===== src/rtl/histogram_bellek_pkg.sv =====
// Shared constants and state encoding for the histogram SRAM responder.
package histogram_bellek_pkg;

  localparam int C_PIXEL_BIT = 8;
  localparam int C_DATA_BIT  = 17;

  localparam logic HIGH = 1'b1;
  localparam logic LOW  = 1'b0;

  typedef enum logic {
    TEMIZLE = 1'b0,
    BOSTA   = 1'b1
  } durum_t;

endpackage


===== src/rtl/histogram_bellek_dizi.sv =====
// Raw simple dual-port array: synchronous write, registered synchronous read.
module histogram_bellek_dizi #(
  parameter int PIXEL_BIT = 8,
  parameter int DATA_BIT  = 17
) (
  input  logic                 clk_i,
  input  logic                 rstn_i,
  input  logic                 we_i,
  input  logic [PIXEL_BIT-1:0] waddr_i,
  input  logic [DATA_BIT-1:0]  wdata_i,
  input  logic                 re_i,
  input  logic [PIXEL_BIT-1:0] raddr_i,
  output logic [DATA_BIT-1:0]  rdata_o
);

  logic [DATA_BIT-1:0] r_mem [2**PIXEL_BIT];
  logic [DATA_BIT-1:0] r_rdata;

  // NOTE: the array has no reset so it maps onto SRAM; the clear sweep establishes zeros.
  always_ff @(posedge clk_i) begin
    if (we_i) r_mem[waddr_i] <= wdata_i;
  end

  always_ff @(posedge clk_i or negedge rstn_i) begin
    if (!rstn_i)   r_rdata <= '0;
    else if (re_i) r_rdata <= r_mem[raddr_i];
  end

  assign rdata_o = r_rdata;

endmodule


===== src/rtl/histogram_bellek.sv =====
// Histogram SRAM responder: clear sweep FSM, stall gating, write-first bypass, sticky error.
module histogram_bellek
  import histogram_bellek_pkg::*;
#(
  parameter int PIXEL_BIT = C_PIXEL_BIT,
  parameter int DATA_BIT  = C_DATA_BIT
) (
  input  logic                 clk_i,
  input  logic                 rstn_i,
  input  logic                 stal_i,
  input  logic                 temizle_i,
  input  logic                 wr_en_i,
  input  logic [PIXEL_BIT-1:0] addr_w_i,
  input  logic [DATA_BIT-1:0]  data_in_i,
  input  logic                 rd_en_i,
  input  logic [PIXEL_BIT-1:0] addr_r_i,
  output logic [DATA_BIT-1:0]  data_out_o,
  output logic                 hazir_o,
  output logic                 hata_o
);

  durum_t               r_durum, w_durum_nxt;
  logic [PIXEL_BIT:0]   r_sayac, w_sayac_nxt;
  logic                 r_hata, w_hata_nxt;
  logic                 r_byp;
  logic [DATA_BIT-1:0]  r_byp_data;
  logic [DATA_BIT-1:0]  w_dizi_rdata;

  logic                 w_aktif, w_bosta, w_sil, w_yaz, w_oku, w_mem_we;
  logic [PIXEL_BIT-1:0] w_mem_waddr;
  logic [DATA_BIT-1:0]  w_mem_wdata;

  assign w_aktif = (stal_i == LOW);
  assign w_bosta = (r_durum == BOSTA);
  assign w_sil   = w_aktif && !w_bosta;
  assign w_yaz   = w_aktif && w_bosta && (wr_en_i == LOW);
  assign w_oku   = w_aktif && w_bosta && (rd_en_i == LOW);

  // The sweep owns the write port while clearing; controller writes are ignored then.
  assign w_mem_we    = w_yaz || w_sil;
  assign w_mem_waddr = w_sil ? r_sayac[PIXEL_BIT-1:0] : addr_w_i;
  assign w_mem_wdata = w_sil ? '0 : data_in_i;

  histogram_bellek_dizi #(
    .PIXEL_BIT (PIXEL_BIT),
    .DATA_BIT  (DATA_BIT)
  ) u_dizi (
    .clk_i   (clk_i),
    .rstn_i  (rstn_i),
    .we_i    (w_mem_we),
    .waddr_i (w_mem_waddr),
    .wdata_i (w_mem_wdata),
    .re_i    (w_oku),
    .raddr_i (addr_r_i),
    .rdata_o (w_dizi_rdata)
  );

  // NOTE: every signal gets its default first so no path through this block infers a latch.
  always_comb begin
    w_durum_nxt = r_durum;
    w_sayac_nxt = r_sayac;
    w_hata_nxt  = r_hata;
    if (w_aktif) begin
      case (r_durum)
        TEMIZLE: begin
          if (wr_en_i == LOW || rd_en_i == LOW) w_hata_nxt = HIGH;
          if (r_sayac[PIXEL_BIT-1:0] == '1) begin
            w_durum_nxt = BOSTA;
            w_sayac_nxt = '0;
          end else begin
            w_sayac_nxt = r_sayac + 1'b1;
          end
        end
        BOSTA: begin
          if (temizle_i == HIGH) begin
            w_durum_nxt = TEMIZLE;
            w_sayac_nxt = '0;
          end
        end
        default: w_durum_nxt = TEMIZLE;
      endcase
    end
  end

  // NOTE: state registers use non-blocking assignments so all flops update from pre-edge values.
  always_ff @(posedge clk_i or negedge rstn_i) begin
    if (!rstn_i) begin
      r_durum <= TEMIZLE;
      r_sayac <= '0;
      r_hata  <= LOW;
    end else begin
      r_durum <= w_durum_nxt;
      r_sayac <= w_sayac_nxt;
      r_hata  <= w_hata_nxt;
    end
  end

  // Bypass data is captured alongside the array read so the output stays purely registered.
  always_ff @(posedge clk_i or negedge rstn_i) begin
    if (!rstn_i) begin
      r_byp      <= LOW;
      r_byp_data <= '0;
    end else if (w_oku) begin
      r_byp      <= w_yaz && (addr_w_i == addr_r_i);
      r_byp_data <= data_in_i;
    end
  end

  assign data_out_o = r_byp ? r_byp_data : w_dizi_rdata;
  assign hazir_o    = w_bosta;
  assign hata_o     = r_hata;

endmodule

===== config.mk =====
export PLATFORM = sky130hd
export DESIGN_NAME = histogram_bellek
export DESIGN_NICKNAME = d
export VERILOG_FILES = /design/src/rtl/histogram_bellek_pkg.sv /design/src/rtl/histogram_bellek_dizi.sv /design/src/rtl/histogram_bellek.sv
export SDC_FILE = /design/constraint.sdc
export NUM_CORES = 2
export LEC_CHECK = 0
export ABC_CLOCK_PERIOD_IN_PS = 14150
export CORE_MARGIN = 2
export CORE_UTILIZATION = 40
export DETAILED_ROUTE_END_ITERATION = 8
export MAX_ROUTING_LAYER = met4
export SETUP_SLACK_MARGIN = 0.3
export SYNTH_ARGS = -nofsm -noshare
export SYNTH_HDL_FRONTEND = slang
export SYNTH_HIERARCHICAL = 1
export SYNTH_MEMORY_MAX_BITS = 65536
export SYNTH_SLANG_ARGS = --single-unit

===== constraint.sdc =====
create_clock -name clk_i -period 14.15 [get_ports clk_i]
set_clock_uncertainty 0.05 [all_clocks]
set_input_delay 2.83 -clock clk_i [delete_from_list [all_inputs] [get_ports clk_i]]
set_output_delay 2.83 -clock clk_i [all_outputs]
set_load 0.03 [all_outputs]

### Word level (Yosys, flattened, before mapping)

Memory sizes are Yosys's and may differ from the RTL's. A register that Yosys moved wholly into a read port is not among the register bits.
Cells that the tools add are included.

| cells by class | value |
|---|---|
| bitwise logic cells | 4 |
| add/sub/neg operators | 1 |
| reductions and logical operators | 11 |
| equal/unequal tests | 3 |
| muxes and demuxes | 11 |

Operators by type and width:

| cell | count |
|---|---|
| $mux W17 | 2 |
| $mux W9 | 2 |
| $pmux W9 S2 | 1 |
| $add A9 B1 Y9 const B | 1 |
| $eq A8 B8 Y1 | 1 |
| $eq A8 B8 Y1 const B | 1 |
| $mux W8 | 1 |
| $logic_and A1 B1 Y1 | 5 |
| $mux W1 | 4 |
| $not A1 Y1 | 4 |
| $reduce_and A3 Y1 | 1 |
| $logic_not A1 Y1 | 2 |
| $logic_or A1 B1 Y1 | 2 |
| $ne A2 B2 Y1 const B | 1 |
| $pmux W1 S2 | 1 |
| $reduce_and A2 Y1 | 1 |

| storage, ports and cells | value |
|---|---|
| input port bits | 39 |
| memories | 1 |
| register bits | 29 |
| logic and storage cells | 36 |
| RAM bits | 4352 |
| output and inout port bits | 19 |

Memories:

| memory | words | bits a word | read ports | clocked after memory_dff | write ports | RTL line | text |
|---|---|---|---|---|---|---|---|
| u_dizi.r_mem | 256 | 17 | 1 | 1 | 1 | histogram_bellek_dizi.sv:16 | `logic [DATA_BIT-1:0] r_mem [2**PIXEL_BIT];` |

### Depth between registers and ports, before layout

| logic depth | value |
|---|---|
| depth in word-level cells | 6 |
| gate-level depth with buffers | 14 |
| gate-level depth less buffers | 7 |

### Modules after synthesis

The synthesis kept the hierarchy.

By module, submodules not included:

| module | area an instance (µm²) | instances | cells an instance | sequential area each (µm²) |
|---|---|---|---|---|
| histogram_bellek_dizi | 168830.7 | 1 | 7945 | 131110.7 |
| histogram_bellek | 1696.6 | 1 | 169 | 700.7 |

### Least setup slack after synthesis

OpenSTA, ideal clock, no wires.

| path | value |
|---|---|
| kind | input to register |
| start | input port stal_i |
| end | memory u_dizi.r_mem[0][15], data pin |
| path slack | 6.662 ns |
| arrival | 6.566 ns |
| setup time | 0.872 ns |
| buffers on the path | 2 |
| cell stages on the path | 4 |
| required time | 13.228 ns |
| path through | or2_4 -> buf_2 -> buf_2 -> and2_1 |

| on the way | value |
|---|---|
| cells in the longest elaborated chain, start to end | 3 |

RTL lines:

| item | RTL line | text |
|---|---|---|
| start, declared | histogram_bellek.sv:10 | `input logic stal_i,` |
| $not A1 Y1 (no line) | -- |  |
| $logic_and A1 B1 Y1 | histogram_bellek.sv:35 | `assign w_sil = w_aktif && !w_bosta;` |
| $mux W17 | histogram_bellek.sv:42 | `assign w_mem_wdata = w_sil ? '0 : data_in_i;` |
| net w_mem_wdata[15] | histogram_bellek.sv:31 | `logic [DATA_BIT-1:0] w_mem_wdata;` |
| end, declared | histogram_bellek_dizi.sv:16 |  |

The timed path passes the listed nets, and every way through them passes these cells.

==> flow_metrics.env <==
export IMPL_final_setup_tns_ns=0
export IMPL_netlist_area_um2=171000
export IMPL_antenna_found_initial=26
export IMPL_end_kind="flip-flop"
export IMPL_nets=8464
export IMPL_min_path_type="reg2reg"
export IMPL_cpMaxStageDelayCell="nor4_1"
export IMPL_wl_met1_mm=195
export IMPL_cts_root_buf="clkbuf_16"
export IMPL_hold_viol_final=0
export IMPL_postCtsSetupRepairBufs=0
export IMPL_hold_path_endpoint="hata_o$_DFFE_PN0P_"
export IMPL_drive_gt1_frac=0.225
export IMPL_cp_start_kind="input pin"
export IMPL_critPathMaxFanout=122
export IMPL_clkLatencyLatePin_ns=1.01
export IMPL_dpl_cell_area_um2=178000
export IMPL_pwr_density_cell_nw_per_um2=142
export IMPL_worstPathArrival_ns=8.30
export IMPL_worst_r2r_setup_slack_ns=9.24
export IMPL_final_fill_count=35500
export IMPL_grt_max_degree=161
export IMPL_synth_xor_area_frac=0.000411
export IMPL_ys_seq_area_frac=0.773
export IMPL_cp_top_family="buffers and inverters"
export IMPL_synth_top_family_by_area="multiplexers"
export IMPL_synth_compound_area_share=0.0372
export IMPL_antenna_left=0
export IMPL_cts_tree="yes"
export IMPL_max_stage_delay_ns=1.21
export IMPL_drtPass1Iterations=9
export IMPL_fin_ws_ns=6.74
export IMPL_power_internal_mw=21.2
export IMPL_vias_per_cell=6.06
export IMPL_drt_iter0_markers=13300
export IMPL_rsz0062_at_grt="false"
export IMPL_multi_input_area_um2=36000
export IMPL_worstHoldPathCells=1
export IMPL_instances_no_fill=14500
export IMPL_avgSynthCellArea_um2=21.0
export IMPL_start_util=0.402
export IMPL_grt_pass1_vias=84700
export IMPL_wl_met2_mm=229
export IMPL_power_share_switching=0.222
export IMPL_outcome="finished with violations"
export IMPL_vias=87700
export IMPL_cts_sinks=4397
export IMPL_cts_buffers=441
export IMPL_fin_crit_sh=0.524
export IMPL_synth_edff_count=4352
export IMPL_die_h_um=657
export IMPL_clockPowerShare=0.415
export IMPL_die_width_um=657
export IMPL_synth_area_top_cells="edfxtp_1 77%, mux4_2 10%, mux2i_1 3.7%"
export IMPL_seqCellArea_um2=132000
export IMPL_syn2layout_area_growth_pct=12.5
export IMPL_final_common_cell="edfxtp_1"
export IMPL_grtUsageTotal=0.231
export IMPL_io_pins=58
export IMPL_syn_nets=8154
export IMPL_worst_pin_slew_ns=1.48
export IMPL_cts_htree_levels=5
export IMPL_relSlewSlack=0.0118
export IMPL_wire_per_inst_um=34.3
export IMPL_gp_congestion=0.908
export IMPL_synth_simple_gate_area_share=0.0205
export IMPL_cts_resized=0
export IMPL_required_ns=15.04
export IMPL_port_buffer_count=57
export IMPL_place_ws_ns=5.91
export IMPL_r2r_end="u_dizi/r_mem[113][4]$_DFFE_PP_"
export IMPL_rows=239
export IMPL_cts_hold_buffers=0
export IMPL_synth_top_cell_area_share=0.766
export IMPL_grt_overflow_total=0
export IMPL_dieArea_um2=432000
export IMPL_ys_types=79
export IMPL_synth_top_cell_by_area="edfxtp_1"
export IMPL_peakVddDrop_uv=117
export IMPL_final_setup_viol_count=0
export IMPL_synth_fa_ha_area_frac=0.0000734
export IMPL_cts_clk_slew_worst_paths_ns=0.06
export IMPL_p_comb_frac=0.055
export IMPL_hold_start="hata_o$_DFFE_PN0P_"
export IMPL_most_common_layout_cells="4352 x edfxtp_1, 778 x mux4_2, 632 x mux2i_1"
export IMPL_min_period_ns=7.41
export IMPL_synth_seq_cells=4397
export IMPL_dp_cells=13600
export IMPL_coreArea_um2=424000
export IMPL_finalMaxSlewViolations=0
export IMPL_hold_slack_ns=0.430
export IMPL_cp_depth=10
export IMPL_worstPathCellList="buf_8, buf_4, buf_12, mux4_2, a211oi_1, a311oi_2, o21ai_0, nor4_1, buf_4, a211o_1"
export IMPL_muxShareOfSynthArea=0.148
export IMPL_syn_inst=8114
export IMPL_seqPwrFrac=0.530
export IMPL_synth_top_flop_cell="edfxtp_1"
export IMPL_criticalPathCategory="in2reg"
export IMPL_yosys_warnings=6
export IMPL_max_clock_freq_mhz=135
export IMPL_grt_pass1_wl_mm=683
export IMPL_dr_max_layer_used="met4"
export IMPL_leakage_nw=60.9
export IMPL_async_reset_ff_frac=0.0102
export IMPL_cpMostUsedCell="buf_4"
export IMPL_rr_worst_depth=7
export IMPL_wirelength_mm=496
export IMPL_routed_wl_met3_mm=52.3
export IMPL_violations="design-rule violations, max-capacitance violations"
export IMPL_clockBufferDepth=4
export IMPL_final_cell_area_um2=192000
export IMPL_crit_buf_inv=4
export IMPL_rr_startpoint="hazir_o$_DFFE_PN0N_"
export IMPL_drc=23
export IMPL_cap_violations=2
export IMPL_dp_hpwl_mm=299
export IMPL_power_switching_mw=6.05
synth_stat cells (8+ instances only):
| cell type | instances |
|---|---|
| nor3_1 | 31 |
| o211ai_1 | 8 |
| mux4_2 | 778 |
| a21oi_1 | 136 |
| a31oi_1 | 20 |
| nand4_1 | 25 |
| nor2b_1 | 17 |
| nand2_1 | 264 |
| a221oi_1 | 20 |
| buf_8 | 36 |
| mux4_1 | 34 |
| dfrtp_1 | 45 |
| nor4_1 | 21 |
| a211o_1 | 26 |
| buf_4 | 43 |
| a22o_1 | 17 |
| buf_2 | 104 |
| o21ai_0 | 86 |
| edfxtp_1 | 4352 |
| mux2i_1 | 632 |
| o221ai_1 | 132 |
| buf_12 | 15 |
| or3_1 | 8 |
| o22ai_1 | 212 |
| clkbuf_1 | 151 |
| nor2_1 | 349 |
| a2111oi_0 | 41 |
| a211oi_1 | 74 |
| and2_1 | 29 |
| mux2_2 | 50 |
| inv_1 | 10 |
| nand3_1 | 41 |
| a22oi_1 | 68 |
| buf_6 | 80 |
| buf_1 | 40 |
power by group through the flow:
| stage | clock network (mW) | logic [mW] | registers [mW] |
|---|---|---|---|
| floorplan | 0 | 0.850 | 14.7 |
| global placement | 0 | 1.47 | 14.7 |
| detailed placement | 0 | 1.49 | 14.7 |
| CTS | 11.5 | 1.49 | 14.4 |
| global route | 11.9 | 1.55 | 14.4 |
| finish | 11.3 | 1.51 | 14.4 |
worst max-delay path by stage:
stage / startpoint / to / slack (ns)
3_3_place_gp: addr_r_i[1] / u_dizi/rdata_o[2]$_DFFE_PN0P_ / 5.22
2_1_floorplan: stal_i / u_dizi/r_mem[0][15]$_DFFE_PP_ / 6.66
5_1_grt: addr_r_i[1] / u_dizi/rdata_o[2]$_DFFE_PN0P_ / 6.86
3_5_place_dp: addr_r_i[1] / u_dizi/rdata_o[2]$_DFFE_PN0P_ / 5.91
4_1_cts: addr_r_i[1] / u_dizi/rdata_o[2]$_DFFE_PN0P_ / 6.96
6_report: addr_r_i[1] / u_dizi/rdata_o[2]$_DFFE_PN0P_ / 6.74
flip-flops by register name, indices dropped and copies added (netlist names):
name            cells
r_byp_data         17
r_sayac             8
r_byp               1
u_dizi/r_mem     4352
hata_o              1
hazir_o             1
u_dizi/rdata_o     17
metal layers:
layer  vias up  GRT usage
met1     47300      0.311
met4         0     0.0786
met5         -          -
met3       798     0.0522
met2      4947      0.347
li1      34700          -
final cells by class:
cell class	instances	share of cell area
clock inverter	235	0.0114
clock buffer	571	0.0609
multi-input combinational	3221	0.188
tap	5663	0.0369
timing repair buffer	352	0.0158
antenna	22	0.000287
sequential	4397	0.687
inverter	11	0.000261
worst register-to-register path, cell delays in order, from the launching register on:
cell     delay (ns)
dfrtp_1        0.48
or2_4          0.60
nand2_1        0.16
nand2_1        0.27
nor2b_1        0.51
nand3_1        0.92
buf_4          0.59
nor2_2         0.90
kinds of logic after synthesis:
logic type      Yosys count
buf+inv                 496
simple gates            813
mux                    1494
fa+ha+maj                 1
compound gates          905
flops                  4397
xor+xnor                  8
per-stage QoR:
step | total power [mW] | utilization
4_1_cts | 27.4 | 0.452
3_3_place_gp | 16.2 | 0.419
6_report | 27.3 | 0.453
3_5_place_dp | 16.2 | 0.420
2_1_floorplan | 15.6 | -
5_1_grt | 27.9 | 0.452
(Power assumes the default switching activity.)
